### config.mk
export PLATFORM = sky130hd
export DESIGN_NAME = stoch_mult_param_flat
export DESIGN_NICKNAME = d
export VERILOG_FILES = /design/src/rtl/stoch_mult_param_if.sv /design/src/rtl/stoch_mult_param.sv /design/src/flat_wrapper.sv
export SDC_FILE = /design/constraint.sdc
export NUM_CORES = 1
export LEC_CHECK = 0
export BUFFER_PORTS_ARGS = -buffer_cell sky130_fd_sc_hd__buf_2
export CAP_MARGIN = 20
export CORE_MARGIN = 3
export CORE_UTILIZATION = 62
export CTS_CLUSTER_SIZE = 10
export DETAILED_ROUTE_END_ITERATION = 10
export GPL_TIMING_DRIVEN = 0
export PLACE_DENSITY = 0.9
export SLEW_MARGIN = 20
export SYNTH_ARGS = -nofsm -noshare
export SYNTH_HDL_FRONTEND = slang
export SYNTH_SLANG_ARGS = --single-unit
### constraint.sdc
create_clock -name clk -period 6.3 [get_ports clk]
set_input_delay 0.315 -clock clk [delete_from_list [all_inputs] [get_ports clk]]
set_output_delay 0.315 -clock clk [all_outputs]
set_load 0.02 [all_outputs]
### src/rtl/stoch_mult_param_if.sv
// Handshake and operand bundle for stoch_mult_param; the master drives
// operands and start, the slave returns status and results.
interface stoch_mult_param_if #(
  parameter int PW       = 4,
  parameter int WIN_LOG2 = 7
);
  logic                start;
  logic [PW-1:0]       prob_a;
  logic [PW-1:0]       prob_b;
  logic                mode;
  logic                busy;
  logic                done;
  logic [WIN_LOG2:0]   result;
  logic [PW-1:0]       result_scaled;
  logic                sn_out;

  modport master (
    output start, prob_a, prob_b, mode,
    input  busy, done, result, result_scaled, sn_out
  );

  modport slave (
    input  start, prob_a, prob_b, mode,
    output busy, done, result, result_scaled, sn_out
  );
endinterface

### src/rtl/stoch_mult_param.sv
// Stochastic-computing multiplier: two free-running LFSR comparators make
// bitstreams, AND/XNOR multiplies them, a windowed counter sums the product.
module stoch_mult_param #(
  parameter int          PW       = 4,
  parameter int          WIN_LOG2 = 7,
  parameter logic [30:0] SEED_A   = 31'd1,
  parameter logic [30:0] SEED_B   = 31'd2
) (
  input  logic              clk,
  input  logic              rst_n,
  stoch_mult_param_if.slave bus
);

  localparam logic [0:0] IDLE = 1'b0;
  localparam logic [0:0] RUN  = 1'b1;

  logic [0:0]          state;
  logic [30:0]         lfsr_a;
  logic [30:0]         lfsr_b;
  logic [PW-1:0]       a_lat;
  logic [PW-1:0]       b_lat;
  logic                mode_lat;
  logic [WIN_LOG2:0]   acc;
  logic [WIN_LOG2-1:0] cnt;
  logic                done;
  logic                sn_out;
  logic [WIN_LOG2:0]   result;
  logic [PW-1:0]       result_scaled;

  logic                sn_a;
  logic                sn_b;
  logic                prod;
  logic                last;
  logic [WIN_LOG2:0]   acc_next;
  logic [PW-1:0]       scaled_next;

  always_comb begin
    sn_a     = lfsr_a[PW-1:0] < a_lat;
    sn_b     = lfsr_b[PW-1:0] < b_lat;
    prod     = mode_lat ? ~(sn_a ^ sn_b) : (sn_a & sn_b);
    last     = &cnt;
    acc_next = acc + (WIN_LOG2+1)'(prod);
    // A full count saturates; below N the top PW count bits are the shifted value.
    scaled_next = acc_next[WIN_LOG2] ? '1 : acc_next[WIN_LOG2-1 -: PW];
  end

  always_ff @(posedge clk) begin
    if (rst_n) begin
      state         <= IDLE;
      lfsr_a        <= SEED_A;
      lfsr_b        <= SEED_B;
      a_lat         <= '0;
      b_lat         <= '0;
      mode_lat      <= 1'b0;
      acc           <= '0;
      cnt           <= '0;
      done          <= 1'b0;
      sn_out        <= 1'b0;
      result        <= '0;
      result_scaled <= '0;
    end else begin
      lfsr_a <= {lfsr_a[29:0], lfsr_a[27] ^ lfsr_a[30]};
      lfsr_b <= {lfsr_b[29:0], lfsr_b[27] ^ lfsr_b[30]};
      done   <= 1'b0;
      sn_out <= 1'b0;
      case (state)
        IDLE: begin
          acc <= '0;
          cnt <= '0;
          if (bus.start) begin
            a_lat    <= bus.prob_a;
            b_lat    <= bus.prob_b;
            mode_lat <= bus.mode;
            state    <= RUN;
          end
        end
        default: begin
          acc <= acc_next;
          cnt <= cnt + WIN_LOG2'(1);
          if (last) begin
            result        <= acc_next;
            result_scaled <= scaled_next;
            done          <= 1'b1;
            state         <= IDLE;
          end else begin
            sn_out <= prod;
          end
        end
      endcase
    end
  end

  assign bus.busy          = (state == RUN);
  assign bus.done          = done;
  assign bus.result        = result;
  assign bus.result_scaled = result_scaled;
  assign bus.sn_out        = sn_out;

endmodule

### src/flat_wrapper.sv
// flat-port wrapper written by rule: the top's interface ports become plain ports
module stoch_mult_param_flat 
#(
  parameter int          PW       = 4,
  parameter int          WIN_LOG2 = 7,
  parameter logic [30:0] SEED_A   = 31'd1,
  parameter logic [30:0] SEED_B   = 31'd2
)
  (clk, rst_n, bus_start, bus_prob_a, bus_prob_b, bus_mode, bus_busy, bus_done, bus_result, bus_result_scaled, bus_sn_out);
  stoch_mult_param_if #(.PW(PW), .WIN_LOG2(WIN_LOG2)) bus_i ();
  input  logic clk;
  input  logic rst_n;
  input wire logic [$bits(bus_i.start)-1:0] bus_start;
  input wire logic [$bits(bus_i.prob_a)-1:0] bus_prob_a;
  input wire logic [$bits(bus_i.prob_b)-1:0] bus_prob_b;
  input wire logic [$bits(bus_i.mode)-1:0] bus_mode;
  output wire logic [$bits(bus_i.busy)-1:0] bus_busy;
  output wire logic [$bits(bus_i.done)-1:0] bus_done;
  output wire logic [$bits(bus_i.result)-1:0] bus_result;
  output wire logic [$bits(bus_i.result_scaled)-1:0] bus_result_scaled;
  output wire logic [$bits(bus_i.sn_out)-1:0] bus_sn_out;
  assign bus_i.start = bus_start;
  assign bus_i.prob_a = bus_prob_a;
  assign bus_i.prob_b = bus_prob_b;
  assign bus_i.mode = bus_mode;
  assign bus_busy = bus_i.busy;
  assign bus_done = bus_i.done;
  assign bus_result = bus_i.result;
  assign bus_result_scaled = bus_i.result_scaled;
  assign bus_sn_out = bus_i.sn_out;
  stoch_mult_param #(.PW(PW), .WIN_LOG2(WIN_LOG2), .SEED_A(SEED_A), .SEED_B(SEED_B)) u_core (.clk(clk), .rst_n(rst_n), .bus(bus_i));
endmodule
==> results of run 1 <==
## routing by layer
metal	share of wire (%)	vias to the layer above
li1	-	1066
met1	47	970
met2	46	44
met3	5.3	11
met4	1.6	0
met5	0	-
## power breakdown
part / leakage (uW) / internal (uW) / switching, uW
Clock: 0.000119 / 262 / 204
Sequential: 0.000817 / 645 / 4.29
Combinational: 0.000531 / 17.6 / 28.4
## flip-flops by register name, indices dropped and copies added, names as in the netlist, 4 cells and up
| signal | flops |
|---|---|
| u_core.cnt | 7 |
| u_core.acc | 8 |
| u_core.lfsr_a | 31 |
| u_core.a_lat | 4 |
| u_core.bus.result_scaled | 4 |
| u_core.bus.result | 8 |
| u_core.lfsr_b | 31 |
| u_core.b_lat | 4 |
## layout make-up
type,instances,share of cell area (%)
buffer,14,1.51
clock buffer,9,3.33
clock inverter,6,3.03
inverter,10,1.01
multi-input combinational,187,31.0
sequential,101,54.4
tap,67,2.25
timing repair buffer,26,3.50
## logic make-up (layout without fill, tap and decap cells)
family	count (synthesis)	in the layout	share of synthesized area [%]
AOI/OAI and AO/OA	29	29	6.05
xor gates and xnor gates	11	11	2.95
adders and majority gates	10	10	3.83
buffers and inverters	24	65	2.87
DFF	101	101	61.8
muxes	2	2	0.612
and+or+nand+nor	135	135	21.9
## how the worst max path moves through the flow
stage / start / endpoint / slack (ns) / cells past startpoint
final: u_core.a_lat[1]$_SDFFE_PP0P_ / u_core.bus.result_scaled[1]$_SDFFE_PP0P_ / 3.29 / 12
after global routing: u_core.a_lat[1]$_SDFFE_PP0P_ / u_core.bus.result[6]$_SDFFE_PP0P_ / 3.12 / 13
after CTS: u_core.a_lat[1]$_SDFFE_PP0P_ / u_core.bus.result_scaled[1]$_SDFFE_PP0P_ / 3.33 / 12
after detailed placement: u_core.a_lat[1]$_SDFFE_PP0P_ / u_core.bus.result_scaled[1]$_SDFFE_PP0P_ / 3.36 / 12
after global placement: u_core.a_lat[1]$_SDFFE_PP0P_ / u_core.bus.result_scaled[1]$_SDFFE_PP0P_ / 3.42 / 12
after floorplan: u_core.a_lat[1]$_SDFFE_PP0P_ / u_core.bus.result_scaled[1]$_SDFFE_PP0P_ / 3.68 / 12
## critical path, cell delays in order (launching register included)
cell and delay [ns]:
dfxtp_1 0.35, inv_1 0.05, ha_1 0.27, a21o_1 0.16, a21o_1 0.17, a21oi_1 0.22
ha_1 0.27, a21oi_1 0.22, ha_1 0.26, nand4_1 0.16, or3_1 0.39, and3_4 0.23
a211oi_2 0.20
## Yosys cell counts, types with 2 or more instances
| master | n | area, um2 |
|---|---|---|
| a21o_1 | 4 | 30.0 |
| xor2_1 | 3 | 26.3 |
| nand4_1 | 2 | 12.5 |
| o21ai_0 | 2 | 10.0 |
| nand2_1 | 21 | 78.8 |
| nand3_1 | 7 | 35.0 |
| or3_1 | 2 | 12.5 |
| nor3_1 | 3 | 15.0 |
| a211oi_2 | 4 | 50.1 |
| nor2_1 | 31 | 116 |
| dfxtp_1 | 101 | 2020 |
| nor2b_1 | 60 | 375 |
| nand2b_1 | 5 | 31.3 |
| a211oi_1 | 5 | 37.5 |
| xnor2_1 | 8 | 70.1 |
| inv_1 | 10 | 37.5 |
| a21oi_1 | 14 | 70.1 |
| ha_1 | 10 | 125 |
| mux2i_1 | 2 | 20.0 |
| clkbuf_1 | 12 | 45.0 |
## stage by stage
stage	area (um2)	total power (uW)	setup WS, ns	utilization (%)
after floorplan	3270	694	3.68	-
after global placement	3480	707	3.42	70.9
after detailed placement	3480	709	3.36	70.9
after CTS	3720	1170	3.33	75.7
after global routing	3720	1210	3.12	75.7
final	3720	1160	3.29	75.7
==> metrics.md, run 1 <==
| Metric | Value |
|---|---|
| Status | finished clean |
| Worst Reg2Reg Path Length in Cells | 12 |
| WHS | 0.198 ns |
| Multi-input logic area | 1150 um2 |
| Slew Viols, Final | 0 |
| Clock buffer depth | 2 |
| Hold Path Depth | 3 |
| Pin count of the biggest net entering global routing | 17 |
| Worst-Margin Slew | 0.557 ns |
| Reg-to-reg startpoint | u_core.a_lat[1]$_SDFFE_PP0P_ |
| Synth Cell Area | about 3300 um2 |
| Max-cap viol count | 0 |
| Leading cell type in the layout, fill and taps excluded | dfxtp_1 |
| Syn Inst Count | approximately 310 |
| Clk slew on worst S/H paths | about 0.09 ns |
| Top_reg_cell synth | dfxtp_1 |
| Setup bufs post-CTS | 0 |
| Hold Vio Cnt, Final | 0 |
| R2R setup slack | 3.29 ns |
| Synth Register Bits | around 100 |
| Initial Utilization | approximately two thirds |
| Initial antenna violation count | 0 |
| DRC | 0 |
| CP Capture Type | flop |
| Core Region | 4910 um2 |
| RSZ-0062 raised after global routing | false |
| Hold crit path type | primary input to flop |
| Reg-to-Reg End | u_core.bus.result_scaled[1]$_SDFFE_PP0P_ |
| Port bufs | 26 |
| CP Class | flop to flop |
| Power Density | ~310 nW/um2 |
| Seq/Total Area, Yosys | around three fifths |
| GRT Total Usage | between 10% and 20% |
| Fmax | 0.332 GHz |
| H-tree depth reported by CTS | 3 |
| N_diodes | 0 |
| TritonCTS clock tree | done |
| Max transition margin | 62.8% |
| Inst Count DP | approximately 410 |
| Syn Nets | about 330 |
| Routed wire length | between 5 and 6 mm |
| Ys async rst share | 0% |
| Leakage | roughly 0.0015 uW |
| Routed vias | about 2100 |
| Ratio of cells with drive above 1 in the final layout | about 14% |
| Endpoint, Worst Hold | u_core.a_lat[0]$_SDFFE_PP0P_ |
| Root Driver | clkbuf_8 |
| Synth warnings | 0 |
| Post-synth EDFFs | 0 |
| Met3 usage | just under 7% |
| Cts hold-fix bufs | 0 |
| DRT iter0 DRCs | between 80 and 90 |
| Antenna-violating nets left | 0 |
| Total grt overflow | 0 |
| Row cnt | 25 |
| Placer congestion estimate | about 0.8 |
| Most frequent cells in the layout | 101 x dfxtp_1, 60 x nor2b_1, 31 x nor2_1, 26 x buf_2, 21 x nand2_1 |
| Fin crit share | 47.8% |
| Die Area | about 6200 um2 |
| Num CTS Buffers | 9 |
| Vias/cell | roughly 5 |
| Seq. cell area | between 2000 and 2500 um2 |
| DIE HEIGHT | 78.6 um |
| Resize count post-CTS | 0 |
| Total negative slack | 0 ns |
| Final #Nets | approximately 370 |
| Drt pass-1 iters | 4 |
| Hpwl dp | around 3.7 mm |
| Worst Skew | 0.00762 ns |
| Layout area overhead | 13.8% |
| Filler cells | approximately 330 |
| Startpoint Class | flop |
| Worst EP required | between 6 and 7 ns |
| Routing usage on met2 | 30.6% |
| Final setup viols | 0 |
| Io pins | 27 |
| Skew-Pair Late Insertion Delay | 0.35 ns |
| Hold path startpoint | bus_prob_a[0] |
| Yosys cell types | 26 |
| GRT busiest layer | met2 |
| Min cycle time layout | 3.01 ns |
| Final std cells w/o fill | 420 |
| Vias in the first global route | 1964 |
| Crit Path Max Fanout | 5 |
| Sink Count | around 100 |
| WP data arrival | around 3.3 ns |
| Mean Syn Cell Area | around 10 um2 |
| Met1 Use GR | roughly a quarter |
| Peak VDD IR | between 0.2 and 0.25 mV |
| Die width | 78.6 um |
| DR WL/cell | ~13 um |
| First-pass GRT wire length | a little over 9 mm |
(Power assumes the default switching activity.)
==> run 2: changes to the inputs <==
CORE_UTILIZATION = 57   (was 62)
PLACE_DENSITY = 0.85   (was 0.9)
clock period = 3 ns   (was 6.3 ns; I/O delays follow)
==> run 2 against run 1 <==
Effect of this change: hold slack worse by 0.17 ns; highest routed layer unchanged; largest cell class unchanged; routed wire length is 1.7% lower; sequential power is 110% higher; cell area is 1.1% lower; cell count is 0.95% higher; first-iteration DRC count is 11% higher.
==> metrics.md, run 2 (same netlist as run 1, synthesis figures left out) <==
| Metric | Value |
|---|---|
| TritonCTS clock tree | done |
| DIE HEIGHT | 81.7 um (+4.0%) |
| Comb power frac | 4.4% (+0.4 points) |
| Layout area overhead | 12.6% |
| Max-cap viol count | 0 (unchanged) |
| Core Region | 5340 um2 (+8.6%) |
| Inst Count DP | 408 (+0.74%) |
| Antenna-violating nets left | 0 (unchanged) |
| H-tree depth reported by CTS | 3 (unchanged) |
| Min cycle time layout | 2.86 ns (-0.153 ns) |
| Leading cell type in the layout, fill and taps excluded | dfxtp_1 |
| Initial antenna violation count | 0 (unchanged) |
| Switching part of the total power | 23.7% (+3.4 points) |
| Die Area | 6680 um2 (+8.1%) |
| Hold Vio Cnt, Final | 0 (unchanged) |
| Worst Skew | 0.00492 ns (-0.00270 ns) |
| Io pins | 27 (unchanged) |
| Sink Count | 101 (unchanged) |
| WP data arrival | 3.15 ns (-0.14 ns) |
| Leakage | 0.00144 uW (-1.9%) |
| Most frequent cells in the layout | 101 x dfxtp_1, 60 x nor2b_1, 31 x nor2_1, 26 x buf_2, 21 x nand2_1 |
| Slew Viols, Final | 0 (unchanged) |
| CP Class | flop to flop |
| Max transition margin | 58.7% (-4.2 points) |
| Crit Path Max Fanout | 5 (unchanged) |
| Power Density | 605 nW/um2 (+94%) |
| Endpoint, Worst Hold | u_core.a_lat[1]$_SDFFE_PP0P_ |
| Final #Nets | 371 (unchanged) |
| Drt pass-1 iters | 4 (unchanged) |
| P_sw | 528 uW (+120%) |
| Peak VDD IR | 0.395 mV (+60%) |
| Reg power frac | 61.3% (+5.4 points) |
| Root Driver | clkbuf_8 |
| Hpwl dp | 3.70 mm (+0.18%) |
| First-pass GRT wire length | 9.11 mm (-1.0%) |
| Pint | 1700 uW (+84%) |
| Pin count of the biggest net entering global routing | 18 (+1) |
| Routed vias | 2086 (-0.24%) |
| Fmax | 0.350 GHz (+5.3%) |
| Reg-to-reg startpoint | u_core.a_lat[1]$_SDFFE_PP0P_ |
| DR WL/cell | 12.5 um (-2.7%) |
| WHS | 0.0250 ns (-0.173 ns) |
| R2R setup slack | 0.14 ns (-3.15 ns) |
| Ratio of cells with drive above 1 in the final layout | 15.5% (+1.7 points) |
| CP Capture Type | flop |
| Vias/cell | 4.92 (-1.2%) |
| Cts hold-fix bufs | 0 (unchanged) |
| Clock share of power | 34.2% (-5.9 points) |
| Vias in the first global route | 2016 (+2.6%) |
| Status | finished clean |
| Final std cells w/o fill | 424 (+0.95%) |
| Clock buffer depth | 2 (unchanged) |
| Biggest regs | u_core.lfsr_a: 31 flops, u_core.lfsr_b: 31 flops |
| Hold crit path type | primary input to flop |
| Final setup viols | 0 (unchanged) |
| Pre-CTS setup slack | 0.0445 ns (-3.32 ns) |
| DRT iter0 DRCs | 93 (+11%) |
| Routed wire length | 5.30 mm (-1.7%) |
| Port bufs | 26 (unchanged) |
| Fin crit share | 95.4% (+48 points) |
| Die width | 81.7 um (+4.0%) |
| Initial Utilization | 61.3% (-5.3 points) |
| Clk slew on worst S/H paths | 0.09 ns (about the same) |
| Startpoint Class | flop |
| Smallest setup slack after layout | 0.139 ns (-3.15 ns) |
| Placer congestion estimate | 0.769 (-6.6%) |
| Row cnt | 26 (+4.0%) |
| N_diodes | 0 (unchanged) |
| Skew-Pair Late Insertion Delay | 0.36 ns (about the same) |
| Worst-Margin Slew | 0.620 ns (+0.0627 ns) |
| DRC | 0 (unchanged) |
| GRT Total Usage | 18.5% (-1.1 points) |
| Worst Reg2Reg Path Length in Cells | 12 (unchanged) |
| Num CTS Buffers | 9 (unchanged) |
| Worst EP required | 3.29 ns (-3.29 ns) |
| Reg-to-Reg End | u_core.bus.result_scaled[1]$_SDFFE_PP0P_ |
| Hold path startpoint | bus_prob_a[1] |
| Setup bufs post-CTS | 0 (unchanged) |
| Hold Path Depth | 3 (unchanged) |
| Total grt overflow | 0 (unchanged) |
## run 2: cell count changes in the layout (fill, tap and decap cells not counted), sizes merged
cell | previous run | this run
bufinv | 3 | 0
clkinv | 3 | 4
clkinvlp | 0 | 1
inv | 10 | 12
## run 2: area by class of cell
| class | count | area [um2] |
|---|---|---|
| Tap cell | 70 | 87.6 |
| Buffer | 14 | 56.3 |
| Inverter | 10 | 37.5 |
| Clock buffer | 9 | 124 |
| Clock inverter | 7 | 48.8 |
| Multi-Input combinational cell | 187 | 1170 |
| Timing Repair Buffer | 26 | 130 |
| Sequential cell | 101 | 2020 |
| Fill cell | 412 | 1660 |
## run 2: worst max-delay path by stage
stage / start / endpoint / slack [ns] / cells after the start
after floorplan: u_core.a_lat[1]$_SDFFE_PP0P_ / u_core.bus.result_scaled[1]$_SDFFE_PP0P_ / 0.38 / 12
after global placement: u_core.a_lat[1]$_SDFFE_PP0P_ / u_core.bus.result_scaled[1]$_SDFFE_PP0P_ / 0.13 / 12
after detailed placement: u_core.a_lat[1]$_SDFFE_PP0P_ / u_core.bus.result_scaled[1]$_SDFFE_PP0P_ / 0.04 / 12
after CTS: u_core.a_lat[1]$_SDFFE_PP0P_ / u_core.bus.result_scaled[1]$_SDFFE_PP0P_ / 0.03 / 12
after global routing: u_core.a_lat[1]$_SDFFE_PP0P_ / u_core.bus.result_scaled[1]$_SDFFE_PP0P_ / -0.003 / 12
final: u_core.a_lat[1]$_SDFFE_PP0P_ / u_core.bus.result_scaled[1]$_SDFFE_PP0P_ / 0.14 / 12
## run 2: metrics by stage
stage / total power (uW) / cell area (um2) / utilization, % / TNS, ns
CTS: 2240 / 3660 / 68.6 / 0
floorplan: 1460 / 3270 / - / 0
finish: 2230 / 3680 / 69.0 / 0
detailed placement: 1490 / 3490 / 65.4 / 0
global placement: 1480 / 3490 / 65.4 / 0
global route: 2320 / 3680 / 69.0 / -0.00320
## run 2: worst max-delay path, cell delays in order (launching register included)
cell,delay [ns]
dfxtp_1,0.34
inv_1,0.05
ha_1,0.28
a21o_1,0.15
a21o_1,0.18
a21oi_2,0.17
ha_1,0.26
a21oi_2,0.17
ha_2,0.22
nand4_1,0.13
or3_4,0.40
and3_4,0.22
a211oi_2,0.20
## run 2: power by group through the flow
stage               registers [uW]  logic, uW  clock network, uW
floorplan                     1400       62.5                  0
global placement              1400       89.3                  0
detailed placement            1400       94.1                  0
CTS                           1360       94.3                782
global route                  1370        113                838
finish                        1370       98.7                762
## run 2: metal layers
metal	track usage, %	part of all wire (%)	vias up	routed length [um]
li1	-	-	1068	-
met1	23.1	49	974	2620
met2	27.9	44	32	2350
met3	7.24	4.2	12	220
met4	8.97	2.1	0	112
met5	0	0	-	0
## run 2: repair_timing
item,in CTS,in global routing
resized for setup,0,5
endpoints found under the hold margin,0,0
endpoints found under the setup margin,0,6
==> run 3: changes to the inputs <==
HOLD_SLACK_MARGIN = 0.15   (was not set)
==> run 3 against run 2 <==
Effect of this change: cell count rose by 2.4%; critical path depth did not move; flip-flop and latch count did not move; combinational power rose by 10%; clock skew barely moved; die area did not move; critical path type unchanged; largest cell class unchanged; largest power group unchanged; highest routed layer unchanged.
==> metrics.md, run 3 (same netlist as run 1, synthesis figures left out) <==
| Metric | Value |
|---|---|
| N_diodes | 0 (unchanged) |
| Hold Path Depth | 3 (unchanged) |
| WHS | 0.294 ns (+0.269 ns) |
| Reg power frac | 61.0% (-0.3 points) |
| Root Driver | clkbuf_8 |
| Max transition margin | 58.5% (-0.12 points) |
| Pre-CTS setup slack | 0.0445 ns (unchanged) |
| Reg-to-Reg End | u_core.bus.result_scaled[1]$_SDFFE_PP0P_ |
| Row cnt | 26 (unchanged) |
| Worst Reg2Reg Path Length in Cells | 12 (unchanged) |
| Placer congestion estimate | 0.769 (unchanged) |
| Worst Skew | 0.00492 ns (+0.00000333 ns) |
| Initial Utilization | 61.3% (unchanged) |
| Worst-Margin Slew | 0.622 ns (+0.00185 ns) |
| Power Density | 592 nW/um2 (-2.2%) |
| Die width | 81.7 um (unchanged) |
| Reg-to-reg startpoint | u_core.a_lat[1]$_SDFFE_PP0P_ |
| Final setup viols | 0 (unchanged) |
| Layout area overhead | 15.6% |
| Hpwl dp | 3.70 mm (unchanged) |
| Hold Vio Cnt, Final | 0 (unchanged) |
| P_sw | 530 uW (+0.52%) |
| Clk slew on worst S/H paths | 0.09 ns (about the same) |
| Setup bufs post-CTS | 0 (unchanged) |
| GRT Total Usage | 18.8% (+0.33 points) |
| CP Class | flop to flop |
| Crit Path Max Fanout | 5 (unchanged) |
| DRC | 0 (unchanged) |
| Routed vias | 2135 (+2.3%) |
| Status | finished clean |
| Biggest regs | u_core.lfsr_a: 31 flops, u_core.lfsr_b: 31 flops |
| Hold path startpoint | rst_n |
| R2R setup slack | 0.14 ns (about the same) |
| Vias in the first global route | 2075 (+2.9%) |
| Comb power frac | 4.9% (+0.5 points) |
| DIE HEIGHT | 81.7 um (unchanged) |
| Io pins | 27 (unchanged) |
| Antenna-violating nets left | 0 (unchanged) |
| Leakage | 0.00148 uW (+2.9%) |
| Ratio of cells with drive above 1 in the final layout | 15.1% (-0.43 points) |
| First-pass GRT wire length | 9.29 mm (+2.0%) |
| Routed wire length | 5.42 mm (+2.2%) |
| DR WL/cell | 12.5 um (-0.20%) |
| Hold crit path type | primary input to flop |
| Min cycle time layout | 2.86 ns (+0.000966 ns) |
| Max-cap viol count | 0 (unchanged) |
| Initial antenna violation count | 0 (unchanged) |
| Filler cells | 397 (-3.6%) |
| Worst EP required | 3.29 ns (about the same) |
| Vias/cell | 4.92 (about the same) |
| Clock share of power | 34.1% (about the same) |
| Port bufs | 26 (unchanged) |
| Routed length on met1 | 2.61 mm (-0.57%) |
| Num CTS Buffers | 9 (unchanged) |
| Fmax | 0.349 GHz (about the same) |
| Pin count of the biggest net entering global routing | 18 (unchanged) |
| Smallest setup slack after layout | 0.139 ns (-0.000966 ns) |
| Core Region | 5340 um2 (unchanged) |
| TritonCTS clock tree | done |
| Endpoint, Worst Hold | u_core.lfsr_b[26]$_SDFF_PP0_ |
| Peak VDD IR | 0.396 mV (+0.22%) |
| Total grt overflow | 0 (unchanged) |
| Slew Viols, Final | 0 (unchanged) |
| WP data arrival | 3.15 ns (about the same) |
| Met3 wire length | 249 um (+13%) |
| Startpoint Class | flop |
| Most frequent cells in the layout | 101 x dfxtp_1, 60 x nor2b_1, 31 x nor2_1, 26 x buf_2, 21 x nand2_1 |
| DRT iter0 DRCs | 89 (-4.3%) |
| Fin crit share | 95.4% (about the same) |
| Pint | 1710 uW (+0.50%) |
| Skew-Pair Late Insertion Delay | 0.36 ns (about the same) |
| Die Area | 6680 um2 (unchanged) |
| Tot Pwr | 2240 uW (+0.51%) |
| H-tree depth reported by CTS | 3 (unchanged) |
| Uppermost routed layer | met4 |
| WL met2 | 2.46 mm (+4.8%) |
| Sink Count | 101 (unchanged) |
| Drt pass-1 iters | 4 (unchanged) |
| Leading cell type in the layout, fill and taps excluded | dfxtp_1 |
| Total negative slack | 0 ns (unchanged) |
| Clock buffer depth | 2 (unchanged) |
| Final #Nets | 381 (+2.7%) |
| Switching part of the total power | 23.7% (about the same) |
| CP Capture Type | flop |
## run 3: changes by cell type in the layout (fill, tap and decap cells not counted)
cell / before / now
dlygate4sd3_1: 0 / 10
## run 3: how the worst max path moves through the flow
stage	from	endpoint	slack, ns	cells past startpoint
2_1_floorplan	u_core.a_lat[1]$_SDFFE_PP0P_	u_core.bus.result_scaled[1]$_SDFFE_PP0P_	0.38	12
3_3_place_gp	u_core.a_lat[1]$_SDFFE_PP0P_	u_core.bus.result_scaled[1]$_SDFFE_PP0P_	0.13	12
3_5_place_dp	u_core.a_lat[1]$_SDFFE_PP0P_	u_core.bus.result_scaled[1]$_SDFFE_PP0P_	0.04	12
4_1_cts	u_core.a_lat[1]$_SDFFE_PP0P_	u_core.bus.result_scaled[1]$_SDFFE_PP0P_	0.03	12
5_1_grt	u_core.a_lat[1]$_SDFFE_PP0P_	u_core.bus.result_scaled[1]$_SDFFE_PP0P_	-0.003	12
6_report	u_core.a_lat[1]$_SDFFE_PP0P_	u_core.bus.result_scaled[1]$_SDFFE_PP0P_	0.14	12
## run 3: power by group through the flow
stage                     clock [uW]  combinational, uW  sequential (uW)
final                            763                109             1370
after CTS                        782                104             1360
after floorplan                    0               62.5             1400
after global routing             838                124             1370
after detailed placement           0               94.1             1400
after global placement             0               89.3             1400
## run 3: layer usage
metal | vias up | global-route usage (%)
met3 | 10 | 7.24
met2 | 34 | 29.2
met4 | 0 | 8.31
met5 | - | 0
li1 | 1091 | -
met1 | 1000 | 23.3
## run 3: timing repair
item	in CTS	in global routing
hold buffers	10	0
setup endpoints to repair	0	6
gates resized for setup	0	5
hold endpoints to repair	10	0
## run 3: worst max-delay path, cell delays in order, from the launching register on
cell	delay [ns]
dfxtp_1	0.34
inv_1	0.04
ha_1	0.28
a21o_1	0.15
a21o_1	0.18
a21oi_2	0.18
ha_1	0.26
a21oi_2	0.17
ha_2	0.22
nand4_1	0.13
or3_4	0.40
and3_4	0.22
a211oi_2	0.20
## run 3: layout make-up
cell class,instances,area (um2),area share [%]
sequential,101,2020,53.5
buffer,14,56.3,1.49
multi-input combinational,187,1170,31.0
tap,70,87.6,2.32
clock inverter,7,48.8,1.29
timing repair buffer,36,230,6.09
clock buffer,9,124,3.28
inverter,10,37.5,0.993
## run 3: metrics by stage
step                      instance area [um2]  util (%)  instances
after floorplan                          3270         -        312
after global placement                   3490      65.4        408
after detailed placement                 3490      65.4        408
after CTS                                3760      70.5        434
after global routing                     3780      70.8        434
final                                    3780      70.8        434
